==> config.mk <==
export PLATFORM = sky130hd
export DESIGN_NAME = text_console_writer_flat
export DESIGN_NICKNAME = d
export VERILOG_FILES = /design/src/rtl/text_console_writer_pkg.sv /design/src/rtl/text_console_writer_if.sv /design/src/rtl/text_console_writer.sv /design/src/flat_wrapper.sv
export SDC_FILE = /design/constraint.sdc
export NUM_CORES = 1
export LEC_CHECK = 0
export ABC_AREA = 1
export CORE_MARGIN = 8
export CORE_UTILIZATION = 50
export DETAILED_ROUTE_END_ITERATION = 8
export PLACE_DENSITY = 0.86
export SLEW_MARGIN = 20
export SYNTH_ARGS = -nofsm -noshare
export SYNTH_HDL_FRONTEND = slang
export SYNTH_SLANG_ARGS = --single-unit
==> constraint.sdc <==
create_clock -name clk -period 1.7 [get_ports clk]
set_clock_uncertainty 0.1 [all_clocks]
set_input_delay 0.17 -clock clk [delete_from_list [all_inputs] [get_ports clk]]
set_output_delay 0.17 -clock clk [all_outputs]
set_load 0.02 [all_outputs]
==> src/rtl/text_console_writer_pkg.sv <==
// ----------------------------------------------------------------------------
// text_console_writer_pkg : screen geometry, ASCII codes and FSM states
// Rev 1.0
// ----------------------------------------------------------------------------
`default_nettype none

package text_console_writer_pkg;

  localparam int COLS      = 80;
  localparam int ROWS      = 30;
  localparam int COL_BITS  = 7;
  localparam int ROW_BITS  = 5;
  localparam int ADDR_BITS = ROW_BITS + COL_BITS;

  localparam logic [COL_BITS-1:0] COL_LAST = COL_BITS'(COLS - 1);
  localparam logic [ROW_BITS-1:0] ROW_LAST = ROW_BITS'(ROWS - 1);

  localparam logic [7:0] FILL_CHAR = 8'h20;
  localparam logic [7:0] ASCII_BS  = 8'h08;
  localparam logic [7:0] ASCII_LF  = 8'h0A;
  localparam logic [7:0] ASCII_FF  = 8'h0C;
  localparam logic [7:0] ASCII_CR  = 8'h0D;

  typedef enum logic [1:0] {
    CLR_ALL = 2'd0,
    IDLE    = 2'd1,
    CLR_ROW = 2'd2
  } state_e;

  function automatic logic is_printable(input logic [7:0] c);
    return (c >= 8'h20) && (c <= 8'h7E);
  endfunction

endpackage

`default_nettype wire

==> src/rtl/text_console_writer_if.sv <==
// ----------------------------------------------------------------------------
// text_console_writer_if : character input handshake, screen RAM write port
// and cursor position. Rev 1.0
// ----------------------------------------------------------------------------
`default_nettype none

interface text_console_writer_if;
  import text_console_writer_pkg::*;

  logic [7:0]           char_in;
  logic                 char_valid;
  logic                 char_ready;
  logic [ADDR_BITS-1:0] ram_addr;
  logic [7:0]           ram_wdata;
  logic                 ram_we;
  logic [COL_BITS-1:0]  cursor_col;
  logic [ROW_BITS-1:0]  cursor_row;

  modport master (
    input  char_in, char_valid,
    output char_ready, ram_addr, ram_wdata, ram_we, cursor_col, cursor_row
  );

  modport slave (
    output char_in, char_valid,
    input  char_ready, ram_addr, ram_wdata, ram_we, cursor_col, cursor_row
  );

endinterface

`default_nettype wire

==> src/rtl/text_console_writer.sv <==
// ----------------------------------------------------------------------------
// text_console_writer : ASCII stream to text-mode screen RAM writer with
// cursor, CR/LF/BS, form-feed clear and line wrap. Rev 1.0
// ----------------------------------------------------------------------------
`default_nettype none

module text_console_writer
  import text_console_writer_pkg::*;
(
  input  wire logic             clk,
  input  wire logic             reset,
  text_console_writer_if.master con
);

  state_e               state_q;
  logic [ROW_BITS-1:0]  sweep_row_q;
  logic [COL_BITS-1:0]  sweep_col_q;
  logic [ROW_BITS-1:0]  cur_row_q;
  logic [COL_BITS-1:0]  cur_col_q;
  logic                 we_q;
  logic [ADDR_BITS-1:0] addr_q;
  logic [7:0]           wdata_q;
  logic                 ready_q;

  logic [ROW_BITS-1:0]  row_adv_d;
  logic [COL_BITS-1:0]  col_inc_d;
  logic [COL_BITS-1:0]  col_dec_d;
  logic                 accept_d;

  // Row advance wraps to the top; the new line is blanked, never scrolled.
  assign row_adv_d = (cur_row_q == ROW_LAST) ? '0 : cur_row_q + 1'b1;
  assign col_inc_d = cur_col_q + 1'b1;
  assign col_dec_d = cur_col_q - 1'b1;
  assign accept_d  = con.char_valid && ready_q;

  always_ff @(posedge clk or posedge reset) begin
    if (reset) begin
      state_q     <= CLR_ALL;
      sweep_row_q <= '0;
      sweep_col_q <= '0;
      cur_row_q   <= '0;
      cur_col_q   <= '0;
      we_q        <= 1'b0;
      addr_q      <= '0;
      wdata_q     <= FILL_CHAR;
      ready_q     <= 1'b0;
    end else begin
      we_q <= 1'b0;
      case (state_q)
        CLR_ALL: begin
          we_q    <= 1'b1;
          addr_q  <= {sweep_row_q, sweep_col_q};
          wdata_q <= FILL_CHAR;
          if (sweep_col_q == COL_LAST) begin
            sweep_col_q <= '0;
            if (sweep_row_q == ROW_LAST) begin
              sweep_row_q <= '0;
              cur_row_q   <= '0;
              cur_col_q   <= '0;
              state_q     <= IDLE;
              ready_q     <= 1'b1;
            end else begin
              sweep_row_q <= sweep_row_q + 1'b1;
            end
          end else begin
            sweep_col_q <= sweep_col_q + 1'b1;
          end
        end

        CLR_ROW: begin
          we_q    <= 1'b1;
          addr_q  <= {cur_row_q, sweep_col_q};
          wdata_q <= FILL_CHAR;
          if (sweep_col_q == COL_LAST) begin
            sweep_col_q <= '0;
            state_q     <= IDLE;
            ready_q     <= 1'b1;
          end else begin
            sweep_col_q <= sweep_col_q + 1'b1;
          end
        end

        IDLE: begin
          if (accept_d) begin
            if (is_printable(con.char_in)) begin
              we_q    <= 1'b1;
              addr_q  <= {cur_row_q, cur_col_q};
              wdata_q <= con.char_in;
              if (cur_col_q == COL_LAST) begin
                cur_col_q <= '0;
                cur_row_q <= row_adv_d;
                state_q   <= CLR_ROW;
                ready_q   <= 1'b0;
              end else begin
                cur_col_q <= col_inc_d;
              end
            end else begin
              case (con.char_in)
                ASCII_CR: cur_col_q <= '0;
                ASCII_LF: begin
                  cur_col_q <= '0;
                  cur_row_q <= row_adv_d;
                  state_q   <= CLR_ROW;
                  ready_q   <= 1'b0;
                end
                ASCII_BS: begin
                  if (cur_col_q != '0) begin
                    cur_col_q <= col_dec_d;
                    we_q      <= 1'b1;
                    addr_q    <= {cur_row_q, col_dec_d};
                    wdata_q   <= FILL_CHAR;
                  end
                end
                ASCII_FF: begin
                  sweep_row_q <= '0;
                  sweep_col_q <= '0;
                  state_q     <= CLR_ALL;
                  ready_q     <= 1'b0;
                end
                default: ;
              endcase
            end
          end
        end

        default: begin
          sweep_row_q <= '0;
          sweep_col_q <= '0;
          state_q     <= CLR_ALL;
          ready_q     <= 1'b0;
        end
      endcase
    end
  end

  assign con.char_ready = ready_q;
  assign con.ram_we     = we_q;
  assign con.ram_addr   = addr_q;
  assign con.ram_wdata  = wdata_q;
  assign con.cursor_col = cur_col_q;
  assign con.cursor_row = cur_row_q;

endmodule

`default_nettype wire

==> src/flat_wrapper.sv <==
// flat-port wrapper written by rule: the top's interface ports become plain ports
module text_console_writer_flat import text_console_writer_pkg::*;
  (clk, reset, con_char_in, con_char_valid, con_char_ready, con_ram_addr, con_ram_wdata, con_ram_we, con_cursor_col, con_cursor_row);
  text_console_writer_if con_i ();
  input  wire logic clk;
  input  wire logic reset;
  input wire logic [$bits(con_i.char_in)-1:0] con_char_in;
  input wire logic [$bits(con_i.char_valid)-1:0] con_char_valid;
  output wire logic [$bits(con_i.char_ready)-1:0] con_char_ready;
  output wire logic [$bits(con_i.ram_addr)-1:0] con_ram_addr;
  output wire logic [$bits(con_i.ram_wdata)-1:0] con_ram_wdata;
  output wire logic [$bits(con_i.ram_we)-1:0] con_ram_we;
  output wire logic [$bits(con_i.cursor_col)-1:0] con_cursor_col;
  output wire logic [$bits(con_i.cursor_row)-1:0] con_cursor_row;
  assign con_i.char_in = con_char_in;
  assign con_i.char_valid = con_char_valid;
  assign con_char_ready = con_i.char_ready;
  assign con_ram_addr = con_i.ram_addr;
  assign con_ram_wdata = con_i.ram_wdata;
  assign con_ram_we = con_i.ram_we;
  assign con_cursor_col = con_i.cursor_col;
  assign con_cursor_row = con_i.cursor_row;
  text_console_writer u_core (.clk(clk), .reset(reset), .con(con_i));
endmodule
==> out/metrics.cfg, run 1 <==
[placed_design]
gp_congestion=0.885
place_area_um2=4190
portBuffers=44
pre_cts_slack_ns=-0.261
dp_hpwl_um=7030

[cts]
cts_tree=done
h-tree-depth=2
numCtsBuffers=5
clk_pin_slew_worst_paths_ns=0.10
clkSinkCount=48
cts-root-buf=clkbuf_8
clock_latency_ns=0.32
hold_buffers=0
clock_path_buffers=2

[critical_path]
end_kind=flip-flop
setup.worst_path.end=u_core.con.cursor_col[6]
rrSetupSlack_ns=-0.13
critPathRequiredTime_ns=1.87
crit_chain=inv_1, ha_2, nand2_1, nor2_1, nand3_1, inv_1, nor2_4, nand2_4, nand2_1, nand2_1
cp_common_cell=nand2_1
worstSetupPathType=flip-flop to flip-flop
critPathSlowestCell=dfrtp_1
reg2reg_from=u_core.con.cursor_col[1]
start_kind=flip-flop
crit_path_max_fanout=7
r2r_cells=10
r2r_end=u_core.con.cursor_col[6]
max_stage_delay_ns=0.43
startpoint=u_core.con.cursor_col[1]
arrival_ns=2.00

[final_layout]
drive_above_1_share_pct=29.9
layout.nets=611
design_area_um2=4740
area_growth_pct=44.0
insertedDiodeCount=0

[synthesis]
syn_nets=500
yosysWarningCount=0
netlist_area_um2=3290
postSynthAreaPerCell_um2=6.90
ys_seq_elements=48
yosysSeqAreaShare_pct=36.5
synth_cells=477
synth_cell_type_count=34

[worst_hold_path]
hp-class=input port to flip-flop

[sta]
whs_ns=0.0992
fmax_mhz=547
rsz0062_at_grt=yes
fin_crit_sh_pct=108
setup_viol=15
finalMaxSlewViolations=0
setup_ws_ns=-0.129
min_period_ns=1.83
tightest_slew_ns=0.368
slew_headroom_pct=75.4
hold_viol=0

[detailed_routing]
drc_errors=0
drtIter0Drc=413
ant_nets=0
wl_per_cell_um=17.5
vias_per_cell=5.77
drtPass1Iterations=7
num_vias=3844
wirelength_um=11700

[floorplan]
die_y_um=97.1
initial_utilization_pct=51.8
die_area_um2=9440
core-area_um2=6350
ioPinCount=45
die_w_um=97.1
rows=29

[run_status]
violations=negative setup slack
status=complete, but fails checks

[grt]
antenna_found_initial=0
grt_overflow_total=0
first_global_vias=3441
grt_max_degree=27
track_usage_pct=19.6
grt_pass1_wl_um=15800

[power_and_ir_drop]
power.total_uw=2190
power_density_nw_per_um2=462
p_leak_uw=0.00245
vdd_drop_max_mv=0.422

[flow_run]
drv_cap=0

-- stage by stage --
| step | setup TNS, ns | util (%) | std cells |
|---|---|---|---|
| 2_1_floorplan | 0 | - | 477 |
| 3_3_place_gp | -7.92 | 66.0 | 645 |
| 3_5_place_dp | -10.02 | 66.0 | 645 |
| 4_1_cts | -0.00954 | 68.6 | 653 |
| 5_1_grt | -2.28 | 74.7 | 666 |
| 6_report | -0.829 | 74.7 | 666 |
-- how the worst min path moves through the flow --
| stage | startpoint | endpoint | slack (ns) | cells after the start |
|---|---|---|---|---|
| after floorplan | con_char_in[0] | u_core.con.ram_wdata[0] | 0.23 | 2 |
| after global placement | u_core.con.ram_addr[0] | u_core.con.ram_addr[0] | 0.37 | 2 |
| after detailed placement | u_core.con.ram_wdata[5] | u_core.con.ram_wdata[5] | 0.37 | 2 |
| after CTS | reset | u_core.con.ram_addr[8] | 0.13 | 3 |
| after global routing | con_char_in[0] | u_core.con.ram_wdata[0] | 0.10 | 3 |
| final | con_char_in[4] | u_core.con.ram_wdata[4] | 0.1 | 3 |
-- Yosys cell counts (all sizes together) --
cell | n | share of area (%)
nor2 | 57 | 7.3
dfstp | 1 | 0.80
dfrtp | 47 | 36
o21ai | 26 | 5.4
clkbuf | 1 | 0.11
ha | 12 | 4.6
a21oi | 8 | 1.6
a22oi | 4 | 0.91
nand3b | 2 | 0.46
nor3 | 2 | 0.46
xnor2 | 1 | 0.27
nand3 | 45 | 6.8
xor2 | 5 | 1.3
o21bai | 1 | 0.23
inv | 55 | 6.3
o31ai | 1 | 0.23
nor4 | 1 | 0.19
nand2 | 182 | 22
a21o | 1 | 0.23
buf | 9 | 2.3
nand4 | 15 | 2.9
o21a | 1 | 0.23
-- per-layer routing --
layer	vias to the layer above	track usage, %	part of all wire [%]
met5	-	0	0
met4	0	7.93	4.5
met3	73	3.84	7.6
met2	263	33.7	50
met1	1771	23.3	37
li1	1737	-	-
-- layout by cell type (no fill, tap or decap), drive strengths merged --
cell type / count
o31ai: 1
nand3b: 2
a21oi: 8
xnor2: 1
o21bai: 1
nor4: 1
o21a: 1
nor2: 57
dlygate4sd2: 8
clkdlybuf4s50: 26
nand4: 15
ha: 12
nand3: 45
dfrtp: 47
a21o: 1
dlymetal6s2s: 10
nor3: 2
bufinv: 1
a22oi: 4
dfstp: 1
clkbuf: 6
clkinv: 1
buf: 69
inv: 55
xor2: 5
o21ai: 26
nand2: 183
-- sequential cells by signal (all words and copies together), names as in the netlist --
register / cells
u_core.con.char_ready: 1
u_core.sweep_row_q: 5
u_core.con.ram_addr: 12
u_core.con.cursor_col: 7
u_core.con.cursor_row: 5
u_core.sweep_col_q: 7
u_core.con.ram_wdata: 8
u_core.state_q: 2
u_core.con.ram_we: 1
-- cell families (layout without fill, tap and decap cells) --
logic type | count (synthesis) | after routing | share of synthesized area, %
AND/OR/NAND/NOR | 304 | 305 | 39.7
buffers and inverters | 65 | 176 | 8.78
flip-flops | 48 | 48 | 36.5
AO/OA/AOI/OAI | 42 | 42 | 8.82
adder cells (fa/ha/maj) | 12 | 12 | 4.56
XOR/XNOR | 6 | 6 | 1.60
-- critical path, delay by kind of cell (launching register included) --
| family | cells | cell delay [ns] |
|---|---|---|
| adder cells (fa/ha/maj) | 1 | 0.24 |
| AND/OR/NAND/NOR | 7 | 0.69 |
| buffers and inverters | 2 | 0.30 |
| flip-flops | 1 | 0.43 |
-- report_power, final --
group | switching [uW] | internal, uW | total, uW
sequential | 0 | 1140 | 1140
combinational | 89.4 | 52.4 | 142
clock | 424 | 482 | 906
-- final cells by class --
| class | count | area (um2) |
|---|---|---|
| Multi-Input combinational cell | 365 | 2110 |
| Tap cell | 77 | 96.3 |
| Fill cell | 414 | 1610 |
| Clock buffer | 6 | 82.6 |
| Sequential cell | 48 | 1210 |
| Timing Repair Buffer | 113 | 993 |
| Inverter | 55 | 211 |
| Clock inverter | 2 | 38.8 |
-- what timing repair did --
action,in CTS,in global routing
pin swaps,3,29
buffers inserted,0,12
resized for setup,27,84
cloned,0,1
setup endpoints to repair,40,48
Power figures use the tool's default switching activity.
==> run 2: changes to the inputs <==
--- a/config.mk
+++ b/config.mk
@@ -7,9 +7,9 @@
 export LEC_CHECK = 0
 export ABC_AREA = 1
 export CORE_MARGIN = 8
-export CORE_UTILIZATION = 50
+export CORE_UTILIZATION = 35
 export DETAILED_ROUTE_END_ITERATION = 8
-export PLACE_DENSITY = 0.86
+export PLACE_DENSITY = 0.66
 export SLEW_MARGIN = 20
 export SYNTH_ARGS = -nofsm -noshare
 export SYNTH_HDL_FRONTEND = slang
==> constraint.sdc (replaced) <==
create_clock -name clk -period 1.7 [get_ports clk]
set_clock_uncertainty 0.1 [all_clocks]
set_input_delay 0.34 -clock clk [delete_from_list [all_inputs] [get_ports clk]]
set_output_delay 0.34 -clock clk [all_outputs]
set_load 0.02 [all_outputs]
==> out/metrics.cfg, run 2 (synthesis results as in run 1) <==
[run_status]
status=complete, but fails checks  ; unchanged
violations=negative setup slack  ; unchanged

[critical_path]
critPathSlowestCell=dfrtp_1  ; unchanged
end_kind=flip-flop  ; unchanged
critPathRequiredTime_ns=1.80  ; was 1.87 ns
cp_common_cell=nand2_2  ; was nand2_1
crit_path_max_fanout=4  ; was 7
crit_chain=ha_2, nand2_2, nor2_4, nand3_4, nand2_2, nand3_1, nor2_4, nand2_2, nand2_1, nand2_1  ; was inv_1, ha_2, nand2_1, nor2_1, nand3_1, inv_1, nor2_4, nand2_4, nand2_1, nand2_1
max_stage_delay_ns=0.37  ; was 0.43 ns
start_kind=flip-flop  ; unchanged
worstSetupPathType=flip-flop to flip-flop  ; unchanged
arrival_ns=1.83  ; was 2.00 ns

[final_layout]
mostFrequentLayoutCell=nand2_1  ; unchanged
n_fill_cell=831  ; was 414
area_growth_pct=47.4  ; was 44.0%
layout.nets=625  ; was 611
largest_reg_flops=12  ; unchanged
drive_above_1_share_pct=30.7  ; was 29.9%
insertedDiodeCount=0  ; unchanged
most-common-layout-cells=nand2_1 (162), buf_4 (74), inv_1 (41), dfrtp_1 (41), dlygate4sd2_1 (40)  ; was nand2_1 (158), buf_4 (67), inv_1 (43), dfrtp_1 (41), nand3_1 (37)

[grt]
grt_overflow_total=0  ; unchanged
grt_pass1_wl_um=15700  ; was 15800 um
track_usage_pct=15.0  ; was 19.6%
first_global_vias=3286  ; was 3441
grt_max_degree=49  ; was 27
antenna_found_initial=0  ; unchanged

[sta]
finalMaxSlewViolations=0  ; unchanged
whs_ns=0.274  ; was 0.0992 ns
tns_ns=-0.0888  ; was -0.829 ns
rsz0062_at_grt=yes  ; unchanged
fmax_mhz=577  ; was 547 MHz
slew_headroom_pct=78.0  ; was 75.4%
setup_ws_ns=-0.0323  ; was -0.129 ns
fin_crit_sh_pct=102  ; was 108%
tightest_slew_ns=0.326  ; was 0.368 ns
setup_viol=3  ; was 15
hold_viol=0  ; unchanged
min_period_ns=1.73  ; was 1.83 ns

[placed_design]
dp_hpwl_um=7260  ; was 7030 um
gp_congestion=0.884  ; was 0.885
portBuffers=44  ; unchanged
pre_cts_slack_ns=-0.459  ; was -0.261 ns

[floorplan]
die_w_um=113  ; was 97.1 um
rows=35  ; was 29
core-area_um2=9200  ; was 6350 um2
die_area_um2=12800  ; was 9440 um2
initial_utilization_pct=35.8  ; was 51.8%
ioPinCount=45  ; unchanged
die_y_um=113  ; was 97.1 um

[detailed_routing]
wl_met3_um=491  ; was 888 um
wirelength_um=9780  ; was 11700 um
routed-wl-met2_um=4740  ; was 5870 um
vias_per_cell=4.90  ; was 5.77
ant_nets=0  ; unchanged
drc_errors=0  ; unchanged
num_vias=3501  ; was 3844
drtPass1Iterations=4  ; was 7
wl_per_cell_um=13.7  ; was 17.5 um
wl_met1_um=4330  ; was 4370 um
top_layer_used=met4  ; unchanged
drtIter0Drc=212  ; was 413

[cts]
numCtsBuffers=5  ; unchanged
cts-root-buf=clkbuf_8  ; unchanged
clk_pin_slew_worst_paths_ns=0.09  ; was 0.10 ns
clock_path_buffers=2  ; unchanged
clkSinkCount=48  ; unchanged
cts_tree=done  ; unchanged
clock_latency_ns=0.30  ; was 0.32 ns
h-tree-depth=2  ; unchanged

[power_and_ir_drop]
power_density_nw_per_um2=435  ; was 462 nW/um2
p_leak_uw=0.00254  ; was 0.00245 uW
vdd_drop_max_mv=0.350  ; was 0.422 mV

[flow_run]
drv_cap=0  ; unchanged

[worst_hold_path]
hp-class=input port to asynchronous set/reset pin  ; was input port to flip-flop

run 2: critical path: cells and delay by family, from the launching register on:
family,cells,cell delay [ns]
simple gates,9,0.96
flops,1,0.37
fa+ha+maj,1,0.21
run 2: timing repair:
| item | CTS | global route |
|---|---|---|
| hold buffers | 0 | 0 |
| endpoints found under the setup margin | 75 | 48 |
| gates resized for setup | 70 | 63 |
| pin swaps | 9 | 25 |
| cloned | 0 | 1 |
| hold endpoints to repair | 0 | 0 |
| buffers inserted | 5 | 8 |
run 2: layout make-up:
type	instances	area (um2)	share of cell area, %
clock inverters	2	35.0	0.722
well taps	111	139	2.86
multi-input cells	364	2070	42.6
inverters	55	216	4.46
flip-flops and latches	48	1210	24.9
clock buffers	6	72.6	1.50
repair buffers	128	1110	22.9
run 2: metrics by stage:
stage / util (%) / cells / cell area [um2] / total power, uW
3_3_place_gp: 47.5 / 692 / 4370 / 1290
2_1_floorplan: - / 477 / 3290 / 1220
6_report: 52.8 / 714 / 4850 / 2110
4_1_cts: 49.5 / 705 / 4550 / 2130
5_1_grt: 52.8 / 714 / 4850 / 2190
3_5_place_dp: 47.5 / 692 / 4370 / 1300
run 2: layer usage:
metal,global-route usage (%),up-vias
met5,0,-
met4,5.51,0
met3,2.72,16
met2,24.5,86
met1,19.3,1638
li1,-,1761
run 2: where the power goes:
part / switching (uW) / internal, uW / leakage (uW)
sequential: 0 / 1140 / 0.000602
clock: 397 / 437 / 0.0000552
combinational: 81.0 / 55.9 / 0.00189
run 2: worst paths after layout:
kind / end / slack [ns] / from / cells past startpoint
hold / removal: u_core.con.ram_addr[9] / 0.27 / reset / 3
max in group asynchronous: u_core.con.ram_wdata[5] / 0.94 / reset / 3
setup / recovery: u_core.state_q[1] / -0.03 / u_core.sweep_col_q[0] / 10
hold reg to reg: u_core.con.ram_wdata[6] / 0.38 / u_core.con.ram_wdata[6] / 2
min in group clk: u_core.con.ram_wdata[6] / 0.38 / u_core.con.ram_wdata[6] / 2
setup reg to reg: u_core.state_q[1] / -0.03 / u_core.sweep_col_q[0] / 10
==> run 3: changes to the inputs <==
--- a/config.mk
+++ b/config.mk
@@ -7,9 +7,9 @@
 export LEC_CHECK = 0
 export ABC_AREA = 1
 export CORE_MARGIN = 8
-export CORE_UTILIZATION = 35
+export CORE_UTILIZATION = 40
 export DETAILED_ROUTE_END_ITERATION = 8
-export PLACE_DENSITY = 0.66
+export PLACE_DENSITY = 0.73
 export SLEW_MARGIN = 20
 export SYNTH_ARGS = -nofsm -noshare
 export SYNTH_HDL_FRONTEND = slang
==> out/metrics.cfg, run 3 (synthesis results as in run 1) <==
[final_layout]
fin_cells=702  ; was 714
mostFrequentLayoutCell=nand2_1  ; unchanged
n_fill_cell=772  ; was 831
area_growth_pct=42.2  ; was 47.4%
layout.nets=619  ; was 625
largest_reg_flops=12  ; unchanged
insertedDiodeCount=0  ; unchanged
fin_util_pct=57.8  ; was 52.8%
drive_above_1_share_pct=27.3  ; was 30.7%
most-common-layout-cells=nand2_1 (167), buf_4 (70), inv_1 (43), dfrtp_1 (43), dlygate4sd2_1 (42)  ; was nand2_1 (162), buf_4 (74), inv_1 (41), dfrtp_1 (41), dlygate4sd2_1 (40)

[sta]
fmax_mhz=583  ; was 577 MHz
hold_viol=0  ; unchanged
rsz0062_at_grt=yes  ; unchanged
setup_viol=3  ; unchanged
fin_crit_sh_pct=101  ; was 102%
whs_ns=0.281  ; was 0.274 ns
finalMaxSlewViolations=0  ; unchanged
setup_ws_ns=-0.0142  ; was -0.0323 ns
min_period_ns=1.71  ; was 1.73 ns
slew_headroom_pct=81.6  ; was 78.0%
tightest_slew_ns=0.274  ; was 0.326 ns

[critical_path]
rrSetupSlack_ns=-0.01  ; was -0.03 ns
end_kind=flip-flop  ; unchanged
worstSetupPathType=flip-flop to flip-flop  ; unchanged
crit_path_max_fanout=3  ; was 4
start_kind=flip-flop  ; unchanged
critPathRequiredTime_ns=1.85  ; was 1.80 ns
arrival_ns=1.86  ; was 1.83 ns
r2r_cells=10  ; unchanged

[grt]
grt_max_degree=49  ; unchanged
grt_pass1_wl_um=15900  ; was 15700 um
antenna_found_initial=0  ; unchanged
grt_overflow_total=0  ; unchanged
track_usage_pct=16.5  ; was 15.0%
first_global_vias=3450  ; was 3286

[floorplan]
die_y_um=107  ; was 113 um
die_area_um2=11400  ; was 12800 um2
die_w_um=107  ; was 113 um
ioPinCount=45  ; unchanged
core-area_um2=8090  ; was 9200 um2
initial_utilization_pct=40.7  ; was 35.8%
rows=33  ; was 35

[detailed_routing]
drtIter0Drc=243  ; was 212
drtPass1Iterations=5  ; was 4
wl_met3_um=608  ; was 491 um
wl_per_cell_um=13.6  ; was 13.7 um
top_layer_used=met4  ; unchanged
num_vias=3559  ; was 3501
vias_per_cell=5.07  ; was 4.90
routed-wl-met2_um=4640  ; was 4740 um
wirelength_um=9560  ; was 9780 um
wl_met1_um=4170  ; was 4330 um
drc_errors=0  ; unchanged
ant_nets=0  ; unchanged

[power_and_ir_drop]
pwr-share-clk_pct=36.8  ; was 39.5%
power_frac_comb_pct=6.7  ; was 6.5%
power_density_nw_per_um2=431  ; was 435 nW/um2
seqPwrFrac_pct=56.5  ; was 54.0%
swShare_pct=24.5  ; was 22.6%
p_int_uw=1520  ; was 1630 uW
power.total_uw=2020  ; was 2110 uW
power_switching_uw=494  ; was 478 uW
vdd_drop_max_mv=0.258  ; was 0.350 mV
p_leak_uw=0.00248  ; was 0.00254 uW

[cts]
clk_pin_slew_worst_paths_ns=0.10  ; was 0.09 ns
numCtsBuffers=5  ; unchanged
cts_tree=done  ; unchanged
h-tree-depth=2  ; unchanged
clock_path_buffers=2  ; unchanged
clkSinkCount=48  ; unchanged
cts-root-buf=clkbuf_8  ; unchanged
clock_latency_ns=0.31  ; was 0.30 ns

[placed_design]
numPlacedInstances=687  ; was 692
portBuffers=44  ; unchanged
dp_hpwl_um=7230  ; was 7260 um
gp_congestion=0.965  ; was 0.884

[run_status]
status=complete, but fails checks  ; unchanged
violations=negative setup slack  ; unchanged

[worst_hold_path]
hp-class=input port to asynchronous set/reset pin  ; unchanged

[flow_run]
drv_cap=0  ; unchanged

-- run 3: power groups by stage --
stage                     sequential, uW  clock [uW]  combinational (uW)
after floorplan                     1160           0                61.0
after global placement              1160           0                 134
after detailed placement            1160           0                 136
after CTS                           1140         758                 135
after global routing                1140         785                 148
final                               1140         743                 135
-- run 3: critical path, cell delays in order, from the launching register on --
cell	delay (ns)
dfrtp_1	0.42
ha_4	0.17
nand2_2	0.08
nor2_4	0.13
nand3_2	0.12
nand2_2	0.12
nand3_2	0.08
nor2_2	0.13
buf_4	0.14
nand3_1	0.08
nand2_1	0.08
-- run 3: cell type report --
cell class                      count  area (um2)  area share (%)
Multi-Input combinational cell    365        2000            42.7
Sequential cell                    48        1210            25.8
Timing Repair Buffer              121        1030            22.0
Inverter                           55         214            4.57
Tap cell                          105         131            2.81
Clock buffer                        6        82.6            1.76
Clock inverter                      2        15.0           0.321
-- run 3: worst paths after layout --
| path | start | end |
|---|---|---|
| worst max-delay path | u_core.sweep_col_q[1] | u_core.state_q[0] |
| worst min-delay path | reset | u_core.con.ram_addr[7] |
| worst max register to register | u_core.sweep_col_q[1] | u_core.state_q[0] |
| worst min register to register | u_core.con.ram_addr[1] | u_core.con.ram_addr[1] |
| max in group asynchronous | reset | u_core.con.ram_wdata[5] |
| min in group clk | con_char_in[4] | u_core.con.ram_wdata[4] |
-- run 3: per-stage QoR --
step                setup WS (ns)  TNS, ns  cell area, um2
floorplan                  0.0136        0            3290
global placement           -0.476   -16.65            4370
detailed placement         -0.476   -18.26            4370
CTS                       0.00192        0            4520
global route              -0.0908   -0.865            4680
finish                    -0.0142  -0.0292            4680
-- run 3: repair_timing --
item                                    in CTS  in global routing
buffers inserted                             2                  4
endpoints found under the setup margin      77                 37
gates resized for setup                     68                 38
hold buffers                                 0                  0
pin swaps                                    9                 19
gates cloned                                 1                  0
-- run 3: per-layer routing --
| metal | vias to the layer above | GRT usage, % |
|---|---|---|
| met5 | - | 0 |
| met2 | 114 | 28.5 |
| met4 | 0 | 4.92 |
| met3 | 18 | 3.00 |
| li1 | 1756 | - |
| met1 | 1671 | 20.5 |
